===== config.mk =====
export PLATFORM = sky130hd
export DESIGN_NAME = mc_ctrl
export DESIGN_NICKNAME = d
export VERILOG_FILES = /design/src/rtl/mc_ctrl.sv
export SDC_FILE = /design/constraint.sdc
export NUM_CORES = 1
export LEC_CHECK = 0
export BUFFER_PORTS_ARGS = -buffer_cell sky130_fd_sc_hd__buf_2
export CAP_MARGIN = 20
export CORE_MARGIN = 3
export CORE_UTILIZATION = 39
export DETAILED_ROUTE_END_ITERATION = 7
export PLACE_DENSITY = 0.84
export SLEW_MARGIN = 20
export SYNTH_ARGS = -nofsm -noshare
export SYNTH_HDL_FRONTEND = slang
export SYNTH_SLANG_ARGS = --single-unit
export TNS_END_PERCENT = 20

===== constraint.sdc =====
create_clock -name Clk -period 2.2 [get_ports Clk]
set_input_delay 0.22 -clock Clk [delete_from_list [all_inputs] [get_ports Clk]]
set_output_delay 0.22 -clock Clk [all_outputs]
set_load 0.05 [all_outputs]

===== src/rtl/mc_ctrl.sv =====
// mc_ctrl: multi-cycle control sequencer (IF/ID/EXE/MEM/WB).
// Drives PC/IR write enables, memory and register-file write strobes and the
// datapath mux selects. IF and MEM stall while mem_rdy is low.
// Only state, illegal and icount are registered; every other output is
// decoded combinationally from the current state and the inputs.
// Optional feature: define MC_CTRL_ICOUNT_EN to build the retired-instruction
// counter on icount; without it icount is tied to zero.
module mc_ctrl #(
    parameter int CNT_W = 32
) (
    input  logic             Clk,
    input  logic             Clrn,
    input  logic [5:0]       op,
    input  logic [5:0]       func,
    input  logic             z,
    input  logic             mem_rdy,
    output logic             wpc,
    output logic             wir,
    output logic             wmem,
    output logic             wreg,
    output logic             iord,
    output logic [1:0]       pcsource,
    output logic             regdst,
    output logic             m2reg,
    output logic [2:0]       state,
    output logic             illegal,
    output logic [CNT_W-1:0] icount
);

    typedef enum logic [2:0] {
        S_IF  = 3'd0,
        S_ID  = 3'd1,
        S_EXE = 3'd2,
        S_MEM = 3'd3,
        S_WB  = 3'd4
    } state_t;

    localparam logic [5:0] OP_RTYPE = 6'b000000;
    localparam logic [5:0] OP_ADDI  = 6'b001000;
    localparam logic [5:0] OP_LW    = 6'b100011;
    localparam logic [5:0] OP_SW    = 6'b101011;
    localparam logic [5:0] OP_BEQ   = 6'b000100;
    localparam logic [5:0] OP_J     = 6'b000010;

    localparam logic [1:0] PC_PLUS4  = 2'b00;
    localparam logic [1:0] PC_BRANCH = 2'b01;
    localparam logic [1:0] PC_JUMP   = 2'b11;

    state_t state_q;
    state_t state_d;

    // Instruction decode from the IR fields.
    logic is_rtype, is_addi, is_lw, is_sw, is_beq, is_j;
    logic func_ok, legal;

    assign is_rtype = (op == OP_RTYPE);
    assign is_addi  = (op == OP_ADDI);
    assign is_lw    = (op == OP_LW);
    assign is_sw    = (op == OP_SW);
    assign is_beq   = (op == OP_BEQ);
    assign is_j     = (op == OP_J);

    assign func_ok = (func == 6'b100000) || (func == 6'b100010) ||
                     (func == 6'b100100) || (func == 6'b100101);

    assign legal = (is_rtype && func_ok) || is_addi || is_lw ||
                   is_sw || is_beq || is_j;

    // Ungated decode results; gated by Clrn before reaching the ports.
    logic       wpc_c, wir_c, wmem_c, wreg_c, iord_c, regdst_c, m2reg_c;
    logic [1:0] pcsource_c;
    logic       set_illegal;

    // Next-state and output decode for every state.
    always_comb begin
        // NOTE: every signal written here gets a default first, so no path
        // through the case can leave one unassigned and infer a latch.
        state_d     = S_IF;
        wpc_c       = 1'b0;
        wir_c       = 1'b0;
        wmem_c      = 1'b0;
        wreg_c      = 1'b0;
        iord_c      = 1'b0;
        pcsource_c  = PC_PLUS4;
        regdst_c    = 1'b0;
        m2reg_c     = 1'b0;
        set_illegal = 1'b0;

        case (state_q)
            S_IF: begin
                // Fetch from PC; wait for memory before loading PC and IR.
                if (mem_rdy) begin
                    wpc_c   = 1'b1;
                    wir_c   = 1'b1;
                    state_d = S_ID;
                end else begin
                    state_d = S_IF;
                end
            end

            S_ID: begin
                if (is_j) begin
                    wpc_c      = 1'b1;
                    pcsource_c = PC_JUMP;
                    state_d    = S_IF;
                end else if (!legal) begin
                    set_illegal = 1'b1;
                    state_d     = S_IF;
                end else begin
                    state_d = S_EXE;
                end
            end

            S_EXE: begin
                if (is_beq) begin
                    pcsource_c = PC_BRANCH;
                    wpc_c      = z;
                    state_d    = S_IF;
                end else if (is_rtype || is_addi) begin
                    state_d = S_WB;
                end else if (is_lw || is_sw) begin
                    state_d = S_MEM;
                end else begin
                    state_d = S_IF;
                end
            end

            S_MEM: begin
                // Data access through the ALU-computed address.
                iord_c = 1'b1;
                if (!mem_rdy) begin
                    state_d = S_MEM;
                end else if (is_sw) begin
                    wmem_c  = 1'b1;
                    state_d = S_IF;
                end else if (is_lw) begin
                    state_d = S_WB;
                end else begin
                    state_d = S_IF;
                end
            end

            S_WB: begin
                wreg_c   = 1'b1;
                regdst_c = is_rtype;
                m2reg_c  = is_lw;
                state_d  = S_IF;
            end

            default: begin
                state_d = S_IF;
            end
        endcase
    end

    // NOTE: the port outputs are masked with Clrn because the decode is
    // combinational; without the mask, IF with mem_rdy=1 would raise wpc/wir
    // while the controller is held in reset.
    assign wpc      = wpc_c  & Clrn;
    assign wir      = wir_c  & Clrn;
    assign wmem     = wmem_c & Clrn;
    assign wreg     = wreg_c & Clrn;
    assign iord     = iord_c & Clrn;
    assign regdst   = regdst_c & Clrn;
    assign m2reg    = m2reg_c & Clrn;
    assign pcsource = Clrn ? pcsource_c : PC_PLUS4;
    assign state    = state_q;

    // State register; reset abandons any instruction in flight.
    always_ff @(posedge Clk or negedge Clrn) begin
        // NOTE: sequential state uses non-blocking assignments so every
        // register samples values from before this clock edge.
        if (!Clrn) begin
            state_q <= S_IF;
        end else begin
            state_q <= state_d;
        end
    end

    // Sticky unsupported-instruction flag, cleared only by reset.
    always_ff @(posedge Clk or negedge Clrn) begin
        if (!Clrn) begin
            illegal <= 1'b0;
        end else if (set_illegal) begin
            illegal <= 1'b1;
        end
    end

`ifdef MC_CTRL_ICOUNT_EN
    // An instruction retires on any return to IF except an illegal ID.
    logic             retire;
    logic [CNT_W-1:0] icount_q;

    assign retire = (state_d == S_IF) && (state_q != S_IF) && !set_illegal;

    // Retired-instruction counter, wraps modulo 2^CNT_W.
    always_ff @(posedge Clk or negedge Clrn) begin
        if (!Clrn) begin
            icount_q <= '0;
        end else if (retire) begin
            icount_q <= icount_q + CNT_W'(1);
        end
    end

    assign icount = icount_q;
`else
    assign icount = '0;
`endif

endmodule


==> results_tabular.tex, run 1 <==
\begin{tabular}{lr}
\hline
Metric & Value \\
\hline
\multicolumn{2}{l}{\textbf{Hold path}} \\
\quad HP Class & primary input to flop \\
\quad Worst hold stages & 2 \\
\quad Hold Path End & state[0] \\
\quad Critical hold path startpoint & mem\_rdy \\
\multicolumn{2}{l}{\textbf{Clock tree}} \\
\quad Worst skew pair latency & 0.25 ns \\
\quad Clock tree from TritonCTS & built \\
\quad CTS buffer count & 3 \\
\quad Root buffer selected by CTS & sky130\_fd\_sc\_hd\_\_clkbuf\_4 \\
\quad CTS clock-pin slew for the worst setup and hold paths & 0.04 ns \\
\quad Max Buffers Root-to-Sink & 2 \\
\quad Htree depth & 1 \\
\quad CTS Sinks & 4 \\
\multicolumn{2}{l}{\textbf{Detailed routing}} \\
\quad DR DRC count & 0 \\
\quad Drt pass-1 iters & 4 \\
\quad Iteration-0 DRC count of the detailed router & 14 \\
\quad Detail-routed net length per standard cell & 12.1 µm \\
\quad Total routed wirelength & 1620 µm \\
\quad Number of vias per cell after detailed routing & 4.72 \\
\quad Remaining number of nets flagged by the antenna check after routing & 0 \\
\quad Total via count after detailed routing & 633 \\
\multicolumn{2}{l}{\textbf{Finish}} \\
\quad Most frequent standard cell in the layout excluding fill and tap cells & sky130\_fd\_sc\_hd\_\_conb\_1 \\
\quad Area of the multi-input gates & 479 µm² \\
\quad Antenna cell count & 0 \\
\quad Net total in the final layout & 135 \\
\quad Number of fill cells & 149 \\
\quad Total area of sequential cells & 104 µm² \\
\quad Area overhead of the layout relative to synthesis & 27.7\% \\
\quad Most frequent cells in the layout & sky130\_fd\_sc\_hd\_\_conb\_1, sky130\_fd\_sc\_hd\_\_buf\_2, sky130\_fd\_sc\_hd\_\_buf\_4 \\
\quad Post-route cell area & 836 µm² \\
\quad Fraction of final layout cells with drive strength greater than 1 & 0.449 \\
\multicolumn{2}{l}{\textbf{Worst setup path}} \\
\quad Total buffers and inverters traversed by the critical path & 3 \\
\quad CP Launch Type & primary input \\
\quad Cell class contributing the biggest share of worst-path delay & buffers and inverters \\
\quad Worst Setup End Kind & primary output \\
\quad Cells along the critical path & dlygate4sd3\_1 > clkbuf\_4 > nand2\_2 > nor3\_4 > nand2b\_1 > nor4\_4 > buf\_4 \\
\quad Crit path arrival time & 1.86 ns \\
\quad Critical path type & primary input to primary output \\
\quad Reg-to-reg slack, setup & 0.87 ns \\
\quad Worst reg2reg path startpoint & state[0] \\
\quad Worst reg2reg endpoint & state[2] \\
\quad Maximum net fanout on the critical path & 9 \\
\quad Worst Reg-to-Reg Cells & 3 \\
\quad Required time of the worst setup path & 1.98 ns \\
\quad Library cell contributing the largest single delay on the critical path & sky130\_fd\_sc\_hd\_\_dlygate4sd3\_1 \\
\quad Maximum single-stage delay on the critical path & 0.52 ns \\
\multicolumn{2}{l}{\textbf{Timing}} \\
\quad Setup repair after global routing missed its margin & false \\
\quad Final-report setup violation count & 0 \\
\quad Headroom to the max-slew limit & 0.639 \\
\quad Worst-Margin Slew & 0.538 ns \\
\quad Total negative setup slack & 0 ns \\
\quad Final Critical Period & 2.08 ns \\
\quad Slew Viols, Final & 0 \\
\quad Final hold violations & 0 \\
\quad Worst clock skew & 0.000489 ns \\
\quad Max Clock Freq & 0.480 GHz \\
\quad Fin crit share & 0.946 \\
\multicolumn{2}{l}{\textbf{GRT}} \\
\quad Total Routing Usage GR & 0.152 \\
\quad Global-route wire length before repair & 2330 µm \\
\quad Vias in the first global route & 514 \\
\quad Global route total overflow & 0 \\
\quad Number of antenna violations at the first check in global routing & 0 \\
\quad Pin count of the biggest net entering global routing & 10 \\
\multicolumn{2}{l}{\textbf{Synthesis}} \\
\quad Post-Syn Area & 654 µm² \\
\quad Synthesized netlist cell count & 82 \\
\quad Yosys warns & 0 \\
\quad Post-synthesis sequential area ratio & 0.153 \\
\quad Synth Register Bits & 4 \\
\quad Mean area per synthesized cell & 7.98 µm² \\
\quad Number of distinct library cell variants in the gate-level netlist after synthesis & 28 \\
\multicolumn{2}{l}{\textbf{Placement}} \\
\quad HPWL Detailed & 1270 µm \\
\quad Placed cell areas & 746 µm² \\
\quad Final GP Congestion & 0.780 \\
\quad IO buf count & 28 \\
\multicolumn{2}{l}{\textbf{Pwr}} \\
\quad Peak supply drop & 0.247 mV \\
\quad Share of power burned in registers & 0.206 \\
\quad Part of the total power dissipated in combinational logic & 0.522 \\
\quad Switching power & 218 µW \\
\quad Power, Total & 399 µW \\
\quad Total power divided by cell area & 477 nW/µm² \\
\quad Power Internal & 180 µW \\
\quad Part of the power in the clock network & 0.271 \\
\quad Reported leakage power & 0.436 nW \\
\quad Switching power share of the total & 0.547 \\
\multicolumn{2}{l}{\textbf{Floorplanning}} \\
\quad Placeable core region & 1540 µm² \\
\quad Vert. Die Dim & 47.0 µm \\
\quad Starting density of the core & 0.425 \\
\quad Die outline width & 47.0 µm \\
\quad Std-Cell Rows & 14 \\
\quad Die Footprint & 2210 µm² \\
\quad I/O pin total & 61 \\
\multicolumn{2}{l}{\textbf{Run}} \\
\quad Count of max-cap constraint violations & 0 \\
\multicolumn{2}{l}{\textbf{Status}} \\
\quad Status & complete, no violations \\
\hline
\end{tabular}
cell usage after synthesis:
cell,count,share of area
sky130_fd_sc_hd__a31o_2,1,0.013
sky130_fd_sc_hd__or2b_1,1,0.011
sky130_fd_sc_hd__nor4_1,2,0.019
sky130_fd_sc_hd__or4_4,1,0.017
sky130_fd_sc_hd__nand2_1,5,0.029
sky130_fd_sc_hd__or3_2,1,0.011
sky130_fd_sc_hd__dfrtp_1,4,0.15
sky130_fd_sc_hd__nor4_4,1,0.033
sky130_fd_sc_hd__a21oi_1,3,0.023
sky130_fd_sc_hd__or2b_2,2,0.027
sky130_fd_sc_hd__nor3b_1,3,0.034
sky130_fd_sc_hd__a311o_1,1,0.015
sky130_fd_sc_hd__a2111oi_2,1,0.023
sky130_fd_sc_hd__a211oi_1,1,0.011
sky130_fd_sc_hd__and4_1,1,0.013
sky130_fd_sc_hd__a2111oi_0,1,0.013
sky130_fd_sc_hd__buf_4,32,0.37
sky130_fd_sc_hd__inv_1,2,0.011
sky130_fd_sc_hd__and2_1,2,0.019
sky130_fd_sc_hd__nand2b_1,1,0.0096
sky130_fd_sc_hd__o22ai_1,1,0.0096
sky130_fd_sc_hd__nor3_1,4,0.031
sky130_fd_sc_hd__mux2i_1,2,0.031
sky130_fd_sc_hd__nor2_1,5,0.029
sky130_fd_sc_hd__buf_6,1,0.017
sky130_fd_sc_hd__and3_1,1,0.0096
sky130_fd_sc_hd__conb_1,1,0.0057
sky130_fd_sc_hd__nand4b_1,1,0.013
worst register-to-register path, delay by kind of cell, from the launching register on:
family,cells,cell delay [ns]
compound gates,1,0.15
flops,1,0.46
buf+inv,1,0.19
simple gates,1,0.44
layout make-up:
class,instances,share of cell area
Multi-Input combinational cell,74,0.573
Timing Repair Buffer,34,0.238
Sequential cell,4,0.124
Clock buffer,4,0.0314
Tap cell,16,0.0240
Inverter,2,0.00898
how the worst max path moves through the flow:
stage / from / endpoint / slack [ns] / cells after the start
global placement: op[1] / wpc / 0.08 / 6
finish: Clrn / m2reg / 0.12 / 7
floorplan: state[2] / m2reg / -0.15 / 4
CTS: state[1] / wpc / 0.02 / 5
detailed placement: op[1] / wpc / 0.02 / 6
global route: Clrn / m2reg / 0.04 / 7
power by group through the flow:
stage	Combinational (mW)	Clock [mW]	Sequential [mW]
final	0.208	0.108	0.0822
after global routing	0.219	0.115	0.0824
after CTS	0.202	0.112	0.0826
after detailed placement	0.199	0	0.0836
after global placement	0.196	0	0.0832
after floorplan	0.208	0	0.0882
what timing repair did:
item                                    in CTS  in global routing
hold endpoints to repair                     4                  0
pin swaps                                    0                  2
setup buffers                                0                  4
endpoints found under the setup margin       1                  2
resized for setup                            2                  6
hold buffers                                 1                  0
registers in the layout, summed over array words and instances, names as in the netlist:
signal	cells
illegal	1
state	3
metal layers:
| metal | up-vias | GRT usage | wire [µm] |
|---|---|---|---|
| met5 | - | 0 | 0 |
| met3 | 6 | 0.0421 | 163 |
| met2 | 43 | 0.247 | 814 |
| li1 | 295 | - | - |
| met1 | 289 | 0.183 | 605 |
| met4 | 0 | 0.0773 | 40 |
through the flow:
| stage | hold slack [ns] | setup slack, ns | std cells | utilization |
|---|---|---|---|---|
| floorplan | -0.0756 | -0.145 | 113 | - |
| global placement | 0.0609 | 0.0768 | 125 | 0.484 |
| detailed placement | 0.0682 | 0.0164 | 125 | 0.484 |
| CTS | 0.245 | 0.0220 | 130 | 0.511 |
| global route | 0.282 | 0.0363 | 134 | 0.542 |
| finish | 0.251 | 0.118 | 134 | 0.542 |
kinds of logic (layout without fill, tap and decap cells):
kind of cell,count (synthesis),count (layout),synth area share
buffers and inverters,35,40,0.396
DFF,4,4,0.153
AOI/OAI and AO/OA,9,9,0.109
other,1,32,0.00573
and+or+nand+nor,31,31,0.306
muxes,2,2,0.0306
(Power assumes the default switching activity.)
==> inputs of run 2 (changes only) <==
--- a/config.mk
+++ b/config.mk
@@ -8,9 +8,10 @@
 export BUFFER_PORTS_ARGS = -buffer_cell sky130_fd_sc_hd__buf_2
 export CAP_MARGIN = 20
 export CORE_MARGIN = 3
-export CORE_UTILIZATION = 39
+export CORE_UTILIZATION = 36
 export DETAILED_ROUTE_END_ITERATION = 7
-export PLACE_DENSITY = 0.84
+export PLACE_DENSITY = 0.79
+export SETUP_SLACK_MARGIN = 0.5
 export SLEW_MARGIN = 20
 export SYNTH_ARGS = -nofsm -noshare
 export SYNTH_HDL_FRONTEND = slang
==> constraint.sdc (replaced) <==
create_clock -name Clk -period 2.1 [get_ports Clk]
set_input_delay 0.21 -clock Clk [delete_from_list [all_inputs] [get_ports Clk]]
set_output_delay 0.21 -clock Clk [all_outputs]
set_load 0.05 [all_outputs]
==> run 2 against run 1 <==
  * The run now ends with negative hold slack left
  * Combinational power rose by 8%
  * Utilization up 2.5 points
  * Worst hold slack lost 0.44 ns
  * Flip-flop and latch count unchanged
  * Critical path depth decreased by 1
  * Register-to-register slack improved by 0.03 ns
  * Non-clock buffer count is 6 higher
  * Clock power hardly changed
==> results_tabular.tex, run 2 (synthesized netlist as in run 1, its figures left out) <==
\begin{tabular}{lr}
\hline
Metric & Value \\
\hline
\multicolumn{2}{l}{\textbf{Status}} \\
\quad Status & finished with violations \\
\quad Violations in the final reports & negative hold slack \\
\multicolumn{2}{l}{\textbf{Finish}} \\
\quad Area overhead of the layout relative to synthesis & 39.8\% \\
\quad Most frequent standard cell in the layout excluding fill and tap cells & sky130\_fd\_sc\_hd\_\_conb\_1 \\
\quad Post-route core utilization & 0.568 \\
\quad Net total in the final layout & 141 \\
\quad Antenna cell count & 0 \\
\quad Largest register FFs & 3 \\
\quad Most frequent cells in the layout & sky130\_fd\_sc\_hd\_\_conb\_1, sky130\_fd\_sc\_hd\_\_buf\_2, sky130\_fd\_sc\_hd\_\_buf\_4, sky130\_fd\_sc\_hd\_\_nor2\_1, sky130\_fd\_sc\_hd\_\_nand2\_1 \\
\quad Fraction of final layout cells with drive strength greater than 1 & 0.508 \\
\multicolumn{2}{l}{\textbf{Detailed routing}} \\
\quad Remaining number of nets flagged by the antenna check after routing & 0 \\
\quad Detail-routed net length per standard cell & 11.1 µm \\
\quad Drt pass-1 iters & 4 \\
\quad DR DRC count & 0 \\
\quad Number of vias per cell after detailed routing & 4.34 \\
\quad Total via count after detailed routing & 643 \\
\quad Iteration-0 DRC count of the detailed router & 21 \\
\quad Total routed wirelength & 1650 µm \\
\multicolumn{2}{l}{\textbf{GRT}} \\
\quad Global route total overflow & 0 \\
\quad Number of antenna violations at the first check in global routing & 0 \\
\quad Met1 Resource Use GR & 0.144 \\
\quad Met3 usage & 0.0368 \\
\quad Pin count of the biggest net entering global routing & 12 \\
\quad Total Routing Usage GR & 0.145 \\
\quad Global-route wire length before repair & 2770 µm \\
\quad Most crowded layer after global routing & met2 \\
\quad Met2 global-route usage & 0.281 \\
\quad Vias in the first global route & 634 \\
\multicolumn{2}{l}{\textbf{Hold path}} \\
\quad HP Class & primary input to async pin \\
\multicolumn{2}{l}{\textbf{Timing}} \\
\quad Final hold violations & 4 \\
\quad Setup repair after global routing missed its margin & true \\
\quad Max Clock Freq & 0.521 GHz \\
\quad Slew Viols, Final & 0 \\
\quad Worst hold-check slack & -0.192 ns \\
\quad Worst clock skew & 0.00464 ns \\
\quad Final-report setup violation count & 0 \\
\quad Final Critical Period & 1.92 ns \\
\quad Fin crit share & 0.914 \\
\multicolumn{2}{l}{\textbf{Floorplanning}} \\
\quad I/O pin total & 61 \\
\quad Die Footprint & 2370 µm² \\
\quad Placeable core region & 1610 µm² \\
\quad Starting density of the core & 0.406 \\
\quad Die outline width & 48.6 µm \\
\quad Vert. Die Dim & 48.6 µm \\
\quad Std-Cell Rows & 14 \\
\multicolumn{2}{l}{\textbf{Pwr}} \\
\quad Share of power burned in registers & 0.209 \\
\quad Part of the power in the clock network & 0.253 \\
\quad Switching power & 223 µW \\
\quad Total power divided by cell area & 456 nW/µm² \\
\quad Switching power share of the total & 0.535 \\
\quad Peak supply drop & 0.263 mV \\
\quad Power Internal & 194 µW \\
\quad Reported leakage power & 0.471 nW \\
\quad Part of the total power dissipated in combinational logic & 0.538 \\
\multicolumn{2}{l}{\textbf{Worst setup path}} \\
\quad Maximum net fanout on the critical path & 3 \\
\quad Critical path type & primary input to primary output \\
\quad Required time of the worst setup path & 1.89 ns \\
\quad CP Launch Type & primary input \\
\quad Worst Setup End Kind & primary output \\
\quad Crit path arrival time & 1.71 ns \\
\multicolumn{2}{l}{\textbf{Placement}} \\
\quad HPWL Detailed & 1300 µm \\
\quad Final GP Congestion & 0.781 \\
\quad IO buf count & 28 \\
\multicolumn{2}{l}{\textbf{Run}} \\
\quad Count of max-cap constraint violations & 0 \\
\multicolumn{2}{l}{\textbf{Clock tree}} \\
\quad Clock tree from TritonCTS & built \\
\quad Worst skew pair latency & 0.24 ns \\
\quad CTS Sinks & 4 \\
\quad CTS buffer count & 3 \\
\quad Root buffer selected by CTS & sky130\_fd\_sc\_hd\_\_clkbuf\_4 \\
\quad Htree depth & 1 \\
\quad Max Buffers Root-to-Sink & 2 \\
\quad CTS clock-pin slew for the worst setup and hold paths & 0.04 ns \\
\hline
\end{tabular}
[run 2: cell count changes in the layout (fill, tap and decap cells not counted), sizes merged]
cell,delta
clkbuf,-1
buf,+8
dlygate4sd3,-1
[run 2: path summary, 6_finish.rpt]
| check | start | endpoint | slack, ns | cells after the start |
|---|---|---|---|---|
| max in group asynchronous | Clrn | state[1] | 2.10 | 1 |
| setup reg to reg | state[0] | state[2] | 0.90 | 2 |
| min in group Clk | mem_rdy | state[0] | 0.24 | 2 |
| hold / removal | Clrn | state[0] | -0.19 | 1 |
| hold reg to reg | illegal | illegal | 0.46 | 1 |
| setup / recovery | op[1] | wpc | 0.18 | 6 |
[run 2: area by class of cell]
type	count	area (µm²)
clock buffer	4	26.3
timing repair buffer	40	243
sequential	4	104
tap	24	30.0
inverter	2	7.51
fill	159	697
multi-input combinational	74	504
[run 2: repair_timing]
item / in CTS / in global routing
hold endpoints to repair: 4 / 4
endpoints found under the setup margin: 8 / 8
pin swaps: 3 / 2
buffers inserted: 5 / 1
gates resized for setup: 7 / 4
[run 2: worst max-delay path, stage by stage]
cell and delay (ns):
sky130_fd_sc_hd__buf_2 0.11, sky130_fd_sc_hd__or4_4 0.55, sky130_fd_sc_hd__nor4_4 0.29, sky130_fd_sc_hd__a211oi_2 0.13
sky130_fd_sc_hd__a2111oi_4 0.21, sky130_fd_sc_hd__buf_6 0.20
[run 2: routing by layer]
metal,vias to the layer above,wire length (µm)
met5,-,0
met2,40,910
met1,297,579
met4,0,14
li1,304,-
met3,2,141
[run 2: stage by stage]
step	TNS (ns)	instance area (µm²)	power, mW	instances	setup slack, ns
floorplan	-0.427	830	0.310	113	-0.235
global placement	0	793	0.299	138	0.0335
detailed placement	0	793	0.302	138	0.00475
CTS	0	885	0.420	147	0.123
global route	0	915	0.439	148	0.130
finish	0	915	0.417	148	0.180
[run 2: power groups by stage]
stage	clock, mW	sequential, mW	combinational (mW)
2_1_floorplan	0	0.0924	0.218
3_3_place_gp	0	0.0874	0.211
3_5_place_dp	0	0.0878	0.214
4_1_cts	0.114	0.0869	0.219
5_1_grt	0.116	0.0879	0.235
6_report	0.106	0.0873	0.224
